File: config.mk
export PLATFORM = sky130hd
export DESIGN_NAME = irq_gateway
export DESIGN_NICKNAME = d
export VERILOG_FILES = /design/src/rtl/irq_gateway.sv
export SDC_FILE = /design/constraint.sdc
export NUM_CORES = 1
export LEC_CHECK = 0
export ABC_AREA = 1
export BUFFER_PORTS_ARGS = -buffer_cell sky130_fd_sc_hd__buf_2
export CAP_MARGIN = 30
export CORE_ASPECT_RATIO = 1.75
export CORE_MARGIN = 1
export CORE_UTILIZATION = 42
export CTS_CLUSTER_DIAMETER = 30
export CTS_CLUSTER_SIZE = 28
export DETAILED_ROUTE_END_ITERATION = 16
export PLACE_DENSITY = 0.8
export RECOVER_POWER = 50
export SYNTH_ARGS = -nofsm -noshare
export SYNTH_HDL_FRONTEND = slang
export SYNTH_SLANG_ARGS = --single-unit
export TNS_END_PERCENT = 5
File: constraint.sdc
create_clock -name clk_i -period 0.8 [get_ports clk_i]
set_input_delay 0.08 -clock clk_i [delete_from_list [all_inputs] [get_ports clk_i]]
set_output_delay 0.08 -clock clk_i [all_outputs]
set_load 0.02 [all_outputs]
File: src/rtl/irq_gateway.sv
// Interrupt gateway: conditions raw asynchronous device interrupts (polarity, synchroniser,
// optional glitch filter) and presents level or edge-pending requests to a PLIC.
module irq_gateway #(
  parameter int                 NumIrqs       = 32,
  parameter int                 SyncStages    = 2,
  parameter int                 FilterCycles  = 0,
  parameter logic [NumIrqs-1:0] EdgeMask      = '0,
  parameter logic [NumIrqs-1:0] ActiveLowMask = '0
) (
  input  logic               clk_i,
  input  logic               rst_ni,
  input  logic [NumIrqs-1:0] irq_i,
  input  logic [NumIrqs-1:0] enable_i,
  input  logic [NumIrqs-1:0] ack_i,
  output logic [NumIrqs-1:0] interrupts_o,
  output logic [NumIrqs-1:0] edge_trigger_o,
  output logic [NumIrqs-1:0] missed_o
);

  // Line 0 is reserved and never produces a request.
  localparam logic [NumIrqs-1:0] LineMask  = {{(NumIrqs-1){1'b1}}, 1'b0};
  localparam logic [NumIrqs-1:0] EdgeLines = EdgeMask & LineMask;

  logic [NumIrqs-1:0] w_asserted;
  logic [NumIrqs-1:0] w_sync;
  logic [NumIrqs-1:0] w_filt;
  logic [NumIrqs-1:0] w_rise;
  logic [NumIrqs-1:0] w_qual;
  logic [NumIrqs-1:0] w_pend_nxt;
  logic [NumIrqs-1:0] w_missed_nxt;
  logic [NumIrqs-1:0] w_int_nxt;

  logic [NumIrqs-1:0] r_sync [SyncStages];
  logic [NumIrqs-1:0] r_filt_d;
  logic [NumIrqs-1:0] r_pend;
  logic [NumIrqs-1:0] r_missed;
  logic [NumIrqs-1:0] r_int;

  assign w_asserted = irq_i ^ ActiveLowMask;

  // Synchroniser stage
  always_ff @(posedge clk_i or negedge rst_ni) begin
    if (!rst_ni) begin
      for (int s = 0; s < SyncStages; s++) begin
        r_sync[s] <= '0;
      end
    end else begin
      r_sync[0] <= w_asserted;
      for (int s = 1; s < SyncStages; s++) begin
        r_sync[s] <= r_sync[s-1];
      end
    end
  end

  assign w_sync = r_sync[SyncStages-1];

  // Glitch-filter stage
  generate
    if (FilterCycles == 0) begin : g_nofilt
      assign w_filt = w_sync;
    end else begin : g_filt
      localparam int CntW = $clog2(FilterCycles + 1);
      // The counter never stores N: the edge that would reach N loads the filtered value.
      localparam logic [CntW-1:0] CntLast = CntW'(FilterCycles - 1);

      logic [CntW-1:0]    r_cnt [NumIrqs];
      logic [NumIrqs-1:0] r_filt;

      always_ff @(posedge clk_i or negedge rst_ni) begin
        if (!rst_ni) begin
          r_filt <= '0;
          for (int i = 0; i < NumIrqs; i++) begin
            r_cnt[i] <= '0;
          end
        end else begin
          for (int i = 0; i < NumIrqs; i++) begin
            if (w_sync[i] == r_filt[i]) begin
              r_cnt[i] <= '0;
            end else if (r_cnt[i] == CntLast) begin
              r_filt[i] <= w_sync[i];
              r_cnt[i]  <= '0;
            end else begin
              r_cnt[i] <= r_cnt[i] + 1'b1;
            end
          end
        end
      end

      assign w_filt = r_filt;
    end
  endgenerate

  // Edge/level qualification stage
  assign w_rise       = w_filt & ~r_filt_d;
  assign w_qual       = w_rise & enable_i & EdgeLines;
  // A new edge wins over a simultaneous ack, and ack always clears missed.
  assign w_pend_nxt   = EdgeLines & (w_qual | (r_pend & ~ack_i));
  assign w_missed_nxt = EdgeLines & ~ack_i & (r_missed | (w_qual & r_pend));
  assign w_int_nxt    = LineMask & enable_i &
                        ((EdgeMask & w_pend_nxt) | (~EdgeMask & w_filt));

  always_ff @(posedge clk_i or negedge rst_ni) begin
    if (!rst_ni) begin
      r_filt_d <= '0;
      r_pend   <= '0;
      r_missed <= '0;
      r_int    <= '0;
    end else begin
      r_filt_d <= w_filt;
      r_pend   <= w_pend_nxt;
      r_missed <= w_missed_nxt;
      r_int    <= w_int_nxt;
    end
  end

  assign interrupts_o   = r_int;
  assign missed_o       = r_missed;
  assign edge_trigger_o = EdgeLines;

endmodule
==> impl_results.md, run 1 <==
- Dominant cell type by area after synthesis: dfrtp_1
- Synth cell count leaders: dfrtp_1 (93), buf_4 (65), inv_1 (31), nand2_1 (31), conb_1 (1)
- Critical Path RT: 0.72 ns
- Met1 usage: 18.5%
- Met2 usage: 30.7%
- Initial antenna violation count: 0
- Max H-tree Level: 3
- Peak supply drop: between 1 and 1.5 mV
- GP Congestion: between 0.7 and 0.8
- Min setup slack post-route: -0.137 ns
- Sequential area share after synthesis: 76.3%
- Pwr Density: about 2400 nW/um^2
- Avg Synthesized Cell Area: 13.8 um^2
- Cell area after synthesis: 3050 um^2
- Warning count from the yosys run: 0
- Placed cells: 401
- CTS sink cnt: 93
- Final wirelength: 6.07 mm
- PortBufs: 94
- Non-filler cells in the finished layout: 481
- Postcts setup bufs: 0
- ANT nets after route: 0
- Worst-case clock buffer depth: 2
- All-layer global routing usage: 17.3%
- Clock Skews: 0.00390 ns
- CP bufs+invs: 1
- CP Launch Type: flip-flop
- Total number of vias: 1827
- Layout cell share with drive strength beyond 1: 27.0%
- Clk pin slew, worst setup/hold paths: about 0.06 ns
- Hold_sp: r_sync[52]
- Distinct cells, synth: 5
- Hpwl dp: 3.39 mm
- Final-report max-slew violation count: 0
- Cell family with most CP delay: flip-flops
- Worst-path cell chain: buf_6
- Synth Area in XOR/XNOR: 0%
- Status: complete, but fails checks
- Adder-Cell Fraction of Synth Area: 0%
- Flop and latch count out of synthesis: 93
- Setup violators final: 31
- Post-synth EDFFs: 0
- Die W: 66.4 um
- Area fraction in and, or, nand and nor cells after synthesis: 3.81%
- GRT busiest layer: met2
- Die height: about 110 um
- CP peak stage delay: ~0.39 ns
- Crit Path Class: flip-flop to primary output
- RSZ-0062 raised after global routing: true
- # rows: 40
- Largest net degree at the start of global routing: 57
- Die area: 7620 um^2
- Worst-Skew Late Latency: 0.33 ns
- Largest family of logic cells by synthesized area: buffers and inverters
- Initial core utilization: 43.9%
- Reg-to-reg startpoint: w_filt[30]
- Failing checks: setup timing
- Top-count cell post-synth: dfrtp_1
- Crit end category: primary output
- Endpoint, Worst Hold: w_filt[20]
- Post-route minimum period: 0.937 ns
- Top FF cell, synth: dfrtp_1
- Leak: ~2.5 nW
- Synth top area share: 76.3%
- Global-route wire length before repair: 9.23 mm
- Number of global-route vias before repair: 1894
- Slowest CP cell: dfrtp_1
- Final net count: around 490
- Via density: 3.80
- Wire per inst: 12.6 um
- Crit path arrival time: between 0.8 and 0.9 ns
- DRC viols: 0
- Post-synthesis mux area share: 0%
- Total CTS buffers: 9
- Final hold vios: 0
- CP max FO: 1
- Hold path depth: 0
- Gate Count Post-Synth: between 200 and 250
- Root Driver: clkbuf_16
- Hold Crit Class: flip-flop to flip-flop
- FMAX: 1.07 GHz
- Final period util: 117%
- Synth area leaders: dfrtp_1 (76%), buf_4 (16%), inv_1 (3.8%)
- Async S/R FF share, synth: 100%
- GRT overflow: 0
- Area added between synthesis and finish: 45.2%
- R2r setup slk: roughly 0.17 ns
- Initial DRC count: 192
- First-pass iteration count of the detailed router: 4
- FF-to-FF path depth: 2
- Synth Area in Compound Gates: 0%
- CTS tree: yes
- Core ar.: slightly below 7000 um^2
- Max-cap violations: 0
- # IOs: 194
- Met3 Use GR: 3.87%
- Worst reg2reg endpoint: interrupts_o[30]
- Placed cell area: between 3000 and 4000 um^2
- Finished Cell Area: 4430 um^2
report_power, final:
part           switching [mW]  leakage, nW  total (mW)  internal (mW)
Sequential             0.0803         1.12        5.02           4.94
Clock                    1.66        0.158        4.47           2.81
Combinational           0.637         1.20        1.07          0.432
state kept, by name, summed over array words and instances (netlist names):
| register | flops |
|---|---|
| interrupts_o | 31 |
| r_sync | 31 |
| w_filt | 31 |
per-stage QoR:
stage	setup slack, ns	util (%)	TNS, ns	power [mW]	hold slack [ns]
CTS	-0.152	62.9	-3.99	10.5	0.272
global placement	0.211	49.1	0	5.84	0.0687
floorplan	0.278	-	0	5.74	-0.216
detailed placement	0.206	49.1	0	5.87	0.0818
global route	-0.157	63.7	-5.48	11.0	0.355
finish	-0.137	63.7	-3.57	10.6	0.348
per-layer routing:
layer,part of all wire [%],vias up
met2,56,113
li1,-,850
met1,35,851
met4,2.9,0
met3,6.2,13
met5,0,-
worst max path at each step:
stage	slack [ns]	cells after the start	from	end
after floorplan	0.28	2	w_filt[10]	interrupts_o[10]
after global placement	0.21	1	interrupts_o[12]	interrupts_o[12]
after detailed placement	0.21	1	interrupts_o[11]	interrupts_o[11]
after CTS	-0.15	1	interrupts_o[11]	interrupts_o[11]
after global routing	-0.16	1	interrupts_o[18]	interrupts_o[18]
final	-0.14	1	interrupts_o[11]	interrupts_o[11]
timing repair:
action	4_1_cts	5_1_grt
hold buffers	63	0
endpoints found under the hold margin	155	0
endpoints found under the setup margin	31	31
gates resized for setup	2	20
layout make-up:
cell class,count,area (um^2)
multi-input combinational,96,360
sequential,93,2330
tap,84,105
clock inverter,6,86.3
clock buffer,10,239
antenna,1,2.50
timing repair buffer,160,1190
fill,492,2520
inverter,31,116
logic make-up (layout without fill, tap and decap cells):
logic type | count (synthesis) | in the layout
other | 1 | 66
flip-flops | 93 | 93
buffers and inverters | 96 | 207
AND/OR/NAND/NOR | 31 | 31
layout by cell type, fill, tap and decap left out, types with 6 or more instances in the layout:
cell	count
dfrtp_1	93
buf_2	77
conb_1	65
dlygate4sd3_1	63
nand2_1	31
inv_1	31
buf_6	11
clkbuf_16	9
clkbuf_1	6
Power figures use the tool's default switching activity.
==> inputs of run 2 (changes only) <==
--- a/config.mk
+++ b/config.mk
@@ -8,9 +8,11 @@
 export ABC_AREA = 1
 export BUFFER_PORTS_ARGS = -buffer_cell sky130_fd_sc_hd__buf_2
 export CAP_MARGIN = 30
+export CELL_PAD_IN_SITES_DETAIL_PLACEMENT = 1
+export CELL_PAD_IN_SITES_GLOBAL_PLACEMENT = 1
 export CORE_ASPECT_RATIO = 1.75
 export CORE_MARGIN = 1
-export CORE_UTILIZATION = 42
+export CORE_UTILIZATION = 31
 export CTS_CLUSTER_DIAMETER = 30
 export CTS_CLUSTER_SIZE = 28
 export DETAILED_ROUTE_END_ITERATION = 16
==> impl_results.md, run 2 (same netlist as run 1, synthesis figures left out) <==
- Clk pwr share: 38.2% (-4.1 points)
- Die height: 133 um (+16%)
- Peak supply drop: 1.06 mV (-23%)
- CP max FO: 1 (unchanged)
- Clock Skews: 0.00772 ns (+0.00382 ns)
- Clk pin slew, worst setup/hold paths: 0.07 ns (about the same)
- Die W: 77 um (+16%)
- Final period util: 119% (+2.0 points)
- Max-cap violations: 0 (unchanged)
- CP peak stage delay: 0.40 ns (about the same)
- FMAX: 1.05 GHz (-1.7%)
- GRT overflow: 0 (unchanged)
- CP bufs+invs: 1 (unchanged)
- Slowest CP cell: dfrtp_1
- RSZ-0062 raised after global routing: true
- CP Launch Type: flip-flop
- NetSw: 2.43 mW (+2.2%)
- Cell family with most CP delay: flip-flops
- All-layer global routing usage: 14.7% (-2.6 points)
- Worst-case clock buffer depth: 2 (unchanged)
- Pre-CTS setup slack: 0.206 ns (+0.000522 ns)
- DRC viols: 0 (unchanged)
- # IOs: 194 (unchanged)
- Max H-tree Level: 3 (unchanged)
- Initial antenna violation count: 1 (+1)
- P_int: 7.47 mW (-8.8%)
- CTS tree: yes
- Wire per inst: 13.7 um (+8.4%)
- Via density: 3.63 (-4.4%)
- Layout fillers: 1034 (+110%)
- # rows: 47 (+18%)
- Final wirelength: 7.09 mm (+17%)
- Worst-Skew Late Latency: 0.34 ns (about the same)
- Initial DRC count: 79 (-59%)
- CTS sink cnt: 93 (unchanged)
- Setup TNS: -3.79 ns (-0.216 ns)
- Number of global-route vias before repair: 2123 (+12%)
- Final Util: 46.4% (-17 points)
- Non-filler cells in the finished layout: 518 (+7.7%)
- Core ar.: 9530 um^2 (+37%)
- Final-report max-slew violation count: 0 (unchanged)
- Switch share: 24.5% (+2.0 points)
- ANT nets after route: 0 (unchanged)
- Hold Worst Slack: 0.226 ns (-0.122 ns)
- R2r setup slk: 0.17 ns (about the same)
- PortBufs: 94 (unchanged)
- Total CTS buffers: 9 (unchanged)
- Initial core utilization: 32.0% (-12 points)
- Power share of the sequential group: 50.8% (+3.3 points)
- Comb power frac: 11.0% (+0.9 points)
- Worst-path cell chain: buf_6
- Min setup slack post-route: -0.153 ns (-0.0164 ns)
- Critical Path RT: 0.72 ns (about the same)
- Crit end category: primary output
- Total number of vias: 1880 (+2.9%)
- Most frequent cells in the layout: dfrtp_1 (93), buf_2 (76), conb_1 (65)
- Pwr Density: 2240 nW/um^2 (-6.1%)
- Post-route minimum period: 0.953 ns (+0.0164 ns)
- Layout cell share with drive strength beyond 1: 26.3% (-0.69 points)
- Status: complete, but fails checks
- Die area: 10300 um^2 (+35%)
- First-pass iteration count of the detailed router: 4 (unchanged)
- Area added between synthesis and finish: 44.9%
- Hold Crit Class: input port to asynchronous set/reset pin
- Global-route wire length before repair: 10.9 mm (+18%)
- Commonest non-fill, non-tap cell in the layout: dfrtp_1
- Final hold vios: 0 (unchanged)
- Root Driver: clkbuf_16
- Failing checks: setup timing
- Crit Path Class: flip-flop to primary output
- Largest net degree at the start of global routing: 42 (-26%)
- Placed cells: 438 (+9.2%)
- Setup violators final: 31 (unchanged)
- Crit path arrival time: 0.87 ns (about the same)
- Final net count: 488 (-0.20%)
- GP Congestion: 0.742 (+1.0%)
- Leak: 2.44 nW (-1.7%)
- Hpwl dp: 4.29 mm (+27%)
run 2: changes by cell type in the layout (fill, tap and decap cells not counted):
cell        delta
buf_12         +1
buf_2          -1
buf_6          -1
bufinv_16      -2
clkbuf_1       +2
clkbuf_4       -1
clkbuf_8       -1
clkinv_4       -1
clkinvlp_4     +3
run 2: final timing paths:
kind	from	endpoint	cells past startpoint
setup / recovery	interrupts_o[13]	interrupts_o[13]	1
min in group clk_i	r_sync[63]	w_filt[31]	0
max in group asynchronous	rst_ni	interrupts_o[15]	3
setup reg to reg	w_filt[23]	interrupts_o[23]	2
hold reg to reg	r_sync[63]	w_filt[31]	0
hold / removal	rst_ni	interrupts_o[4]	2
run 2: routing by layer:
| layer | GRT usage (%) | vias to the layer above | part of all wire [%] |
|---|---|---|---|
| met4 | 10.2 | 0 | 4.2 |
| met2 | 27.7 | 106 | 57 |
| li1 | - | 844 | - |
| met3 | 2.81 | 20 | 5.4 |
| met5 | 0 | - | 0 |
| met1 | 13.9 | 910 | 33 |
run 2: power groups by stage:
stage	registers (mW)	clock network, mW	logic (mW)
2_1_floorplan	5.18	0	0.563
4_1_cts	5.01	3.87	1.07
5_1_grt	5.04	4.11	1.18
3_3_place_gp	5.08	0	0.774
6_report	5.03	3.78	1.09
3_5_place_dp	5.09	0	0.800
run 2: layout make-up:
type | instances | area (um^2) | area share [%]
diodes | 1 | 2.50 | 0.0566
clock buffers | 10 | 229 | 5.18
clock inverters | 6 | 40.0 | 0.905
inverters | 31 | 116 | 2.63
multi-input cells | 96 | 360 | 8.15
flip-flops and latches | 93 | 2330 | 52.6
well taps | 122 | 153 | 3.45
repair buffers | 159 | 1190 | 27.0
run 2: timing repair:
action                                  in CTS  in global routing
hold endpoints to repair                   155                  0
resized for setup                           10                 10
hold buffers                                63                  0
buffers inserted                             0                  0
endpoints found under the setup margin      31                 31
run 2: metrics by stage:
stage	power [mW]	instance area (um^2)
3_3_place_gp	5.85	3470
3_5_place_dp	5.89	3470
5_1_grt	10.3	4420
2_1_floorplan	5.74	3290
4_1_cts	9.95	4400
6_report	9.89	4420
